==> src/rtl/fetch_seq.sv <==
// Instruction fetch/sequence controller: fetches over req/ack, decodes JMP/JZ/HALT, loads next PC.
// Latency: fetch(>=1) + decode 1 + exec(>=1, non-branch only) + update 1 cycles; outputs registered.
// Backpressure: mem_req held until mem_ack; EXEC held until exec_done; run=0 parks in IDLE after update.
module fetch_seq #(
    parameter int unsigned ADDR_W  = 8,
    parameter int unsigned INSTR_W = 16,
    parameter logic [3:0]  OP_JMP  = 4'hA,
    parameter logic [3:0]  OP_JZ   = 4'hB,
    parameter logic [3:0]  OP_HALT = 4'hF
) (
    input  logic               clk,
    input  logic               clr,
    input  logic               run,
    input  logic [ADDR_W-1:0]  pc_adrs,
    output logic               mem_req,
    output logic [ADDR_W-1:0]  mem_adrs,
    input  logic               mem_ack,
    input  logic [INSTR_W-1:0] mem_rdata,
    output logic [INSTR_W-1:0] ir_out,
    output logic               exec_start,
    input  logic               exec_done,
    input  logic               zero_flag,
    output logic [ADDR_W-1:0]  adrs_in,
    output logic               en_pc,
    output logic               halted,
    output logic               busy
);

    typedef enum logic [2:0] {
        S_IDLE,
        S_FETCH,
        S_DECODE,
        S_EXEC,
        S_UPDATE,
        S_HALT
    } state_t;

    state_t             state_q, state_d;
    logic [INSTR_W-1:0] ir_q, ir_d;
    logic [ADDR_W-1:0]  mem_adrs_q, mem_adrs_d;
    logic [ADDR_W-1:0]  adrs_in_q, adrs_in_d;
    logic               taken_q, taken_d;
    logic               exec_start_q, exec_start_d;
    logic               en_pc_q, en_pc_d;

    logic [3:0]         opcode;
    logic [ADDR_W-1:0]  target;
    logic [ADDR_W-1:0]  pc_inc;

    assign opcode = ir_q[INSTR_W-1 -: 4];
    assign target = ir_q[ADDR_W-1:0];
    assign pc_inc = pc_adrs + {{(ADDR_W-1){1'b0}}, 1'b1};

    always_comb begin
        state_d      = state_q;
        ir_d         = ir_q;
        taken_d      = taken_q;
        mem_adrs_d   = '0;
        exec_start_d = 1'b0;
        en_pc_d      = 1'b0;
        adrs_in_d    = '0;

        case (state_q)
            S_IDLE: begin
                if (run) begin
                    state_d    = S_FETCH;
                    mem_adrs_d = pc_adrs;
                end
            end
            S_FETCH: begin
                mem_adrs_d = pc_adrs;
                if (mem_ack) begin
                    ir_d       = mem_rdata;
                    state_d    = S_DECODE;
                    mem_adrs_d = '0;
                end
            end
            S_DECODE: begin
                if (opcode == OP_HALT) begin
                    state_d = S_HALT;
                end else if (opcode == OP_JMP) begin
                    taken_d = 1'b1;
                    state_d = S_UPDATE;
                end else if (opcode == OP_JZ) begin
                    taken_d = zero_flag;
                    state_d = S_UPDATE;
                end else begin
                    taken_d      = 1'b0;
                    exec_start_d = 1'b1;
                    state_d      = S_EXEC;
                end
            end
            S_EXEC: begin
                if (exec_done) begin
                    state_d = S_UPDATE;
                end
            end
            S_UPDATE: begin
                taken_d = 1'b0;
                if (run) begin
                    // The PC loads adrs_in on this edge, so the new fetch address is adrs_in itself.
                    state_d    = S_FETCH;
                    mem_adrs_d = adrs_in_q;
                end else begin
                    state_d = S_IDLE;
                end
            end
            S_HALT: begin
                state_d = S_HALT;
            end
            default: begin
                state_d = S_IDLE;
            end
        endcase

        if (state_d == S_UPDATE) begin
            en_pc_d   = 1'b1;
            adrs_in_d = taken_d ? target : pc_inc;
        end
    end

    always_ff @(posedge clk or negedge clr) begin
        if (!clr) begin
            state_q      <= S_IDLE;
            ir_q         <= '0;
            mem_adrs_q   <= '0;
            adrs_in_q    <= '0;
            taken_q      <= 1'b0;
            exec_start_q <= 1'b0;
            en_pc_q      <= 1'b0;
        end else begin
            state_q      <= state_d;
            ir_q         <= ir_d;
            mem_adrs_q   <= mem_adrs_d;
            adrs_in_q    <= adrs_in_d;
            taken_q      <= taken_d;
            exec_start_q <= exec_start_d;
            en_pc_q      <= en_pc_d;
        end
    end

    assign mem_req    = (state_q == S_FETCH);
    assign mem_adrs   = mem_adrs_q;
    assign ir_out     = ir_q;
    assign exec_start = exec_start_q;
    assign adrs_in    = adrs_in_q;
    assign en_pc      = en_pc_q;
    assign halted     = (state_q == S_HALT);
    assign busy       = (state_q != S_IDLE) && (state_q != S_HALT);

endmodule

==> config.mk <==
export PLATFORM = sky130hd
export DESIGN_NAME = fetch_seq
export DESIGN_NICKNAME = d
export VERILOG_FILES = /design/src/rtl/fetch_seq.sv
export SDC_FILE = /design/constraint.sdc
export NUM_CORES = 1
export LEC_CHECK = 0
export CAP_MARGIN = 20
export CORE_MARGIN = 5
export CORE_UTILIZATION = 40
export DETAILED_ROUTE_END_ITERATION = 16
export PLACE_DENSITY = 0.78
export SYNTH_ARGS = -nofsm -noshare
export SYNTH_HDL_FRONTEND = slang
export SYNTH_SLANG_ARGS = --single-unit
export TNS_END_PERCENT = 1
==> constraint.sdc <==
create_clock -name clk -period 1.5 [get_ports clk]
set_clock_uncertainty 0.05 [all_clocks]
set_input_delay 0.225 -clock clk [delete_from_list [all_inputs] [get_ports clk]]
set_output_delay 0.225 -clock clk [all_outputs]
set_load 0.01 [all_outputs]
==> reports/summary.md <==
## Outcome
- complete, but fails checks — run status
- negative setup slack — violated checks

## Timing
- 68.7% — max_slew headroom
- 465 ps — transition time at the pin with the least slew margin
- 109% — part of the cycle the worst path needs
- 1630 ps — Period minus WS final
- 613 MHz — timing-limited maximum frequency
- -132 ps — Setup WS post-layout
- yes — setup repair after global routing missed its margin
- 0 — Fin. Hold Viols
- 24 — final setup violation count
- 0 — total count of max-transition violations in the final report

## Clock tree
- yes — CTS tree
- 280 ps — clock latency on the worst-skew pair
- 38 — number of clock sinks seen by CTS
- 80 ps — Clock transition at path regs
- 5 — number of buffers inserted during clock tree synthesis
- 2 — H-Tree Level Count
- 2 — worst-case clock buffer depth
- sky130_fd_sc_hd__clkbuf_8 — clock tree root buffer cell

## Global route
- 39 — largest net degree at the start of global routing
- 1553 — vias in the first global route
- 0 — grt ovf
- 7600 um — first-pass GRT wire length
- 15.5% — GRT Total Usage
- 0 — number of antenna violations at the first check in global routing

## Yosys
- 0.00184 sq mm — Cell Area, Synth
- 12.9 sq um — average instance area after synthesis
- 0 — Synth Warn #
- 51.7% — share of synthesized area occupied by flip-flops and latches
- sky130_fd_sc_hd__dfrtp_1 — main flop type after synthesis
- 0 — number of enable flip-flop cells after synthesis
- 173 — Post-Syn Nets
- 38 — Yosys reg bits
- 142 — post-synthesis cell count
- 100% — async set or reset register ratio after synthesis
- 41 — Unique masters post-synth

## Routing
- 16.5 um — routed length per placed instance
- 4 — Pre-antenna DRT Iters
- 5.22 — routed via count divided by cell count
- 4920 um — post-detailed-routing wire length
- 61 — number of DRC markers in iteration 0
- 1560 — number of vias after detailed routing
- 0 — antenna violation net count after detailed routing
- 0 — Post-route DRC

## Hold path
- in2async — type of the worst min-delay path

## Die
- 0.00605 sq mm — full die area
- 77.8 um — die height
- 41.6% — starting density of the core
- 77.8 um — chip width
- 0.00441 sq mm — core area
- 67 — I/O pin total
- 24 — number of placement rows

## Placed design
- -296 ps — pre-CTS WS
- 0.775 — routability congestion estimate from global placement
- 3420 um — half-perimeter wire length after placement
- 66 — Port Buf Inserts
- 284 — number of cells in the design after placement

## Setup path
- register — endpoint class of the critical path
- register — sort of element at the start of the critical path
- 1780 ps — arrival time at the worst endpoint
- state_q[2]$_DFF_PN0_ — Worst setup startpoint
- 1650 ps — Required @ worst endpoint
- state_q[2]$_DFF_PN0_ — worst reg2reg startpoint
- 9 — highest fanout seen on the critical path
- reg2reg — WS Path Type

## Cells and area
- sky130_fd_sc_hd__clkdlybuf4s50_1 — most frequent standard cell in the layout excluding fill and tap cells
- 38.9% — fraction of layout instances using a drive strength above 1
- 71.0% — Layout Utilization
- 320 — # fillers
- 277 — Post-layout nets
- 953 sq um — sequential cell area
- 0 — antenna diode instance count
- 299 — number of non-filler instances in the completed layout
- 976 sq um — multi-input combinational cell area
- 70.6% — Layout Area Growth over Synthesis
- sky130_fd_sc_hd__clkdlybuf4s50_1, sky130_fd_sc_hd__dfrtp_1, sky130_fd_sc_hd__buf_4 — commonest cells after routing, fill and taps aside

## Job
- 0 — max capacitance violation total

## Power and ir drop
- 1900 mW/mm^2 — power density normalized to cell area
- 0.00149 uW — leakage power summed over all cells
- 1.14 mV — maximum VDD drop

sequential cells by signal (all words and copies together) (netlist names):
register and flops:
adrs_in 8, en_pc 1, exec_start 1, ir_out 16, mem_adrs 8, state_q 3
taken_q 1
cell usage after synthesis (all sizes together) (3+ instances only):
| master | n | area share (%) |
|---|---|---|
| a311oi | 6 | 4.9 |
| nand2 | 6 | 1.2 |
| o21ai | 4 | 1.3 |
| dfrtp | 38 | 52 |
| mux2 | 16 | 9.8 |
| buf | 8 | 3.3 |
| nand3 | 4 | 1.1 |
| nand2b | 3 | 1.0 |
| nor2 | 3 | 0.61 |
| a22o | 8 | 3.8 |
| xnor2 | 6 | 2.9 |
| a21oi | 9 | 2.9 |
metal layers:
| layer | global-route usage, % | wire length, um | up-vias |
|---|---|---|---|
| met2 | 25.5 | 2490 | 60 |
| li1 | - | - | 740 |
| met3 | 5.09 | 320 | 8 |
| met1 | 18.9 | 2040 | 752 |
| met5 | 0 | 0 | - |
| met4 | 5.67 | 76 | 0 |
worst paths after layout:
| path | end | slack (ps) | cells after the start |
|---|---|---|---|
| min in group clk | mem_adrs[7]$_DFF_PN0_ | 460 | 1 |
| hold reg to reg | mem_adrs[7]$_DFF_PN0_ | 460 | 1 |
| setup reg to reg | adrs_in[4]$_DFF_PN0_ | -130 | 4 |
| hold / removal | mem_adrs[1]$_DFF_PN0_ | 460 | 3 |
| setup / recovery | adrs_in[4]$_DFF_PN0_ | -130 | 4 |
| max in group asynchronous | state_q[0]$_DFF_PN0_ | 580 | 3 |
layout make-up:
cell class              instances  share of cell area (%)
well taps                      52                    2.08
inverters                       1                   0.120
clock buffers                   5                    2.19
clock inverters                 3                    2.19
multi-input cells              95                    31.1
flip-flops and latches         38                    30.4
repair buffers                105                    31.9
cells by family after synthesis:
kind of cell,share of synthesized area [%]
flops,51.7
compound gates,18.0
mux,9.80
fa+ha+maj,0.681
buf+inv,3.47
xor+xnor,3.81
simple gates,12.5
through the flow:
step	power, uW	hold slack (ps)	instance area, sq um	setup TNS (ps)
after floorplan	3160	-121	1900	-842
after global placement	4600	233	2820	-7150
after detailed placement	4670	248	2820	-7490
after CTS	5700	460	3000	-1540
after global routing	6320	465	3140	-4650
final	5960	457	3140	-2510
repair_timing:
action	in CTS	in global routing
buffers inserted	2	3
pin swaps	2	4
endpoints found under the setup margin	49	43
gates cloned	0	1
hold endpoints to repair	38	0
hold buffers	1	0
gates resized for setup	35	26
worst max-delay path, stage by stage (launching register included):
cell	delay, ps
sky130_fd_sc_hd__dfrtp_1	410
sky130_fd_sc_hd__nand2b_2	270
sky130_fd_sc_hd__nor4_2	370
sky130_fd_sc_hd__o21bai_4	210
sky130_fd_sc_hd__a311oi_2	230
where the power goes:
group | internal (uW) | switching, uW | total (uW)
logic | 1910 | 1240 | 3150
registers | 1440 | 347 | 1780
clock network | 666 | 364 | 1030
total | 4010 | 1950 | 5960
Note: power is estimated with default switching activity, not from simulation.
==> edit: new RTL, same flow settings <==
Set the parameter `INSTR_W` to 32 (it was 16).
--- a/src/rtl/fetch_seq.sv
+++ b/src/rtl/fetch_seq.sv
@@ -3,7 +3,7 @@
 // Backpressure: mem_req held until mem_ack; EXEC held until exec_done; run=0 parks in IDLE after update.
 module fetch_seq #(
     parameter int unsigned ADDR_W  = 8,
-    parameter int unsigned INSTR_W = 16,
+    parameter int unsigned INSTR_W = 32,
     parameter logic [3:0]  OP_JMP  = 4'hA,
     parameter logic [3:0]  OP_JZ   = 4'hB,
     parameter logic [3:0]  OP_HALT = 4'hF
Ports: changed (resized ir_out and mem_rdata); port bits go from 67 to 99. The function was not compared with the original's and may differ.
==> edit against the original RTL <==
  * Total power is 26% higher
  * Setup slack worse by 100 ps
  * Synthesized area rose by 28%
  * Routed wire length up 37%
  * Largest power group unchanged
  * Sequential cell count is 16 higher
  * The flow still finishes with violations (negative setup slack)
  * Sequential share of layout area rose by 3.1 points
  * Highest routed layer unchanged
  * Critical endpoint is now adrs_in[5]
  * Core utilization decreased by 1.5 points
  * Cell area increased by 29%
==> edit: results (changes against the original RTL) <==
stage,metric,value,unit,change
outcome,status,"finished, violations left",,unchanged
global_route,grt_max_degree,55,,was 39
critical_path,crit_slowest_cell,dfrtp_2,,was dfrtp_1
finish,multi_input_area_share,26.7,%,was 31.1%
critical_path,crit_family,compound AO/OA/AOI/OAI gates,,was simple AND/OR/NAND/NOR gates
clocking,clock_sink_count,54,,was 38
finish,final-clk-cell-share,3.53,%,was 4.39%
logic_synthesis,synth_xor_area_share,1.86,%,was 3.81%
global_route,grt_first_pass_wirelength,10800,um,was 7600 um
routing,routedWlPerCell,17.1,um,was 16.5 um
routing,drt_iter0_markers,81,,was 61
place,io_buffers,98,,was 66
logic_synthesis,syn-num-nets,227,,was 173
routing,viasPerCell,4.91,,was 5.22
finish,nonClkBufAreaFrac,33.4,%,was 31.9%
logic_synthesis,synth_seq_area_share,57.3,%,was 51.7%
finish,multi_input_cells,112,,was 95
logic_synthesis,synth.distinct_cells,37,,was 41
logic_synthesis,synth_compound_area_share,11.0,%,was 18.0%
power,power_frac_clock,15.8,%,was 17.3%
routing,met1_length,2720,um,was 2040 um
outcome,violations,negative setup slack,,unchanged
finish,nNetsFinal,367,,was 277
sta,worst_slew_pin_slew,403,ps,was 465 ps
routing,met3WireLength,253,um,was 320 um
power,p_leak,0.00196,uW,was 0.00149 uW
place,routabilityCongestion,0.826,,was 0.775
global_route,met2_usage,32.7,%,was 25.5%
power,ir_drop,0.944,mV,was 1.14 mV
global_route,grt_pass1_vias,2169,,"was 1,553"
critical_path,max_stage_delay,440,ps,was 410 ps
routing,dr_wl_met2,3670,um,was 2490 um
sta,setup_ws,-233,ps,was -132 ps
global_route,use_met1,22.0,%,was 18.9%
logic_synthesis,muxShareOfSynthArea,15.5,%,was 9.80%
sta,finalSetupViolations,43,,was 24
finish,largest_reg_flops,32,,was 16
place,dp_slack,-337,ps,was -296 ps
logic_synthesis,synthTopCellsByCount,"54 x dfrtp_1, 29 x mux2_2, 16 x nand2_1",,"was 38 x dfrtp_1, 16 x mux2_1, 8 x a22o_1"
logic_synthesis,synthAdderAreaFrac,0.530,%,was 0.681%
global_route,grtUsageMet3,3.42,%,was 5.09%
power,p_switching,2460,uW,was 1950 uW
[edit: changes by cell type in the layout (fill, tap and decap cells not counted), moves of 5 or more]
cell,change
buf_6,+5
mux2_2,+9
dfrtp_1,+15
a311oi_2,-6
a21oi_2,-7
nand2_1,+9
clkdlybuf4s50_1,+11
dlygate4sd2_1,+20
[edit: metrics by stage]
step,TNS [ps],instance area (um^2),cells
detailed placement,-6920,3740,380
finish,-5780,4040,396
global placement,-6310,3740,380
global route,-8090,4040,396
floorplan,-4010,2460,180
CTS,-5230,3920,395
[edit: timing repair]
action	in CTS	in global routing
pin swaps	1	6
setup endpoints to repair	83	62
hold endpoints to repair	54	0
resized for setup	57	29
hold buffers	1	0
buffers inserted	6	1
[edit: worst paths after layout]
| kind | slack (ps) | to | depth (start not counted) | start |
|---|---|---|---|---|
| max in group asynchronous | 770 | state_q[1] | 3 | clr |
| min reg2reg | 460 | ir_out[10] | 1 | ir_out[10] |
| max reg2reg | -230 | adrs_in[5] | 6 | state_q[2] |
| min | 390 | ir_out[29] | 3 | clr |
| min in group clk | 410 | ir_out[5] | 3 | mem_rdata[5] |
| max | -230 | adrs_in[5] | 6 | state_q[2] |
[edit: worst register-to-register path: stages (launching register included)]
cell      delay, ps
dfrtp_2         440
buf_4           160
xnor2_1         120
o21a_2          280
a21o_1          220
buf_6           150
a211oi_4        230
[edit: cells by family (layout without fill, tap and decap cells)]
logic type | Yosys count | count (layout)
DFF | 54 | 54
and+or+nand+nor | 42 | 42
muxes | 33 | 33
AOI/OAI and AO/OA | 31 | 31
buffers and inverters | 14 | 155
xor gates and xnor gates | 5 | 5
adders and majority gates | 1 | 1
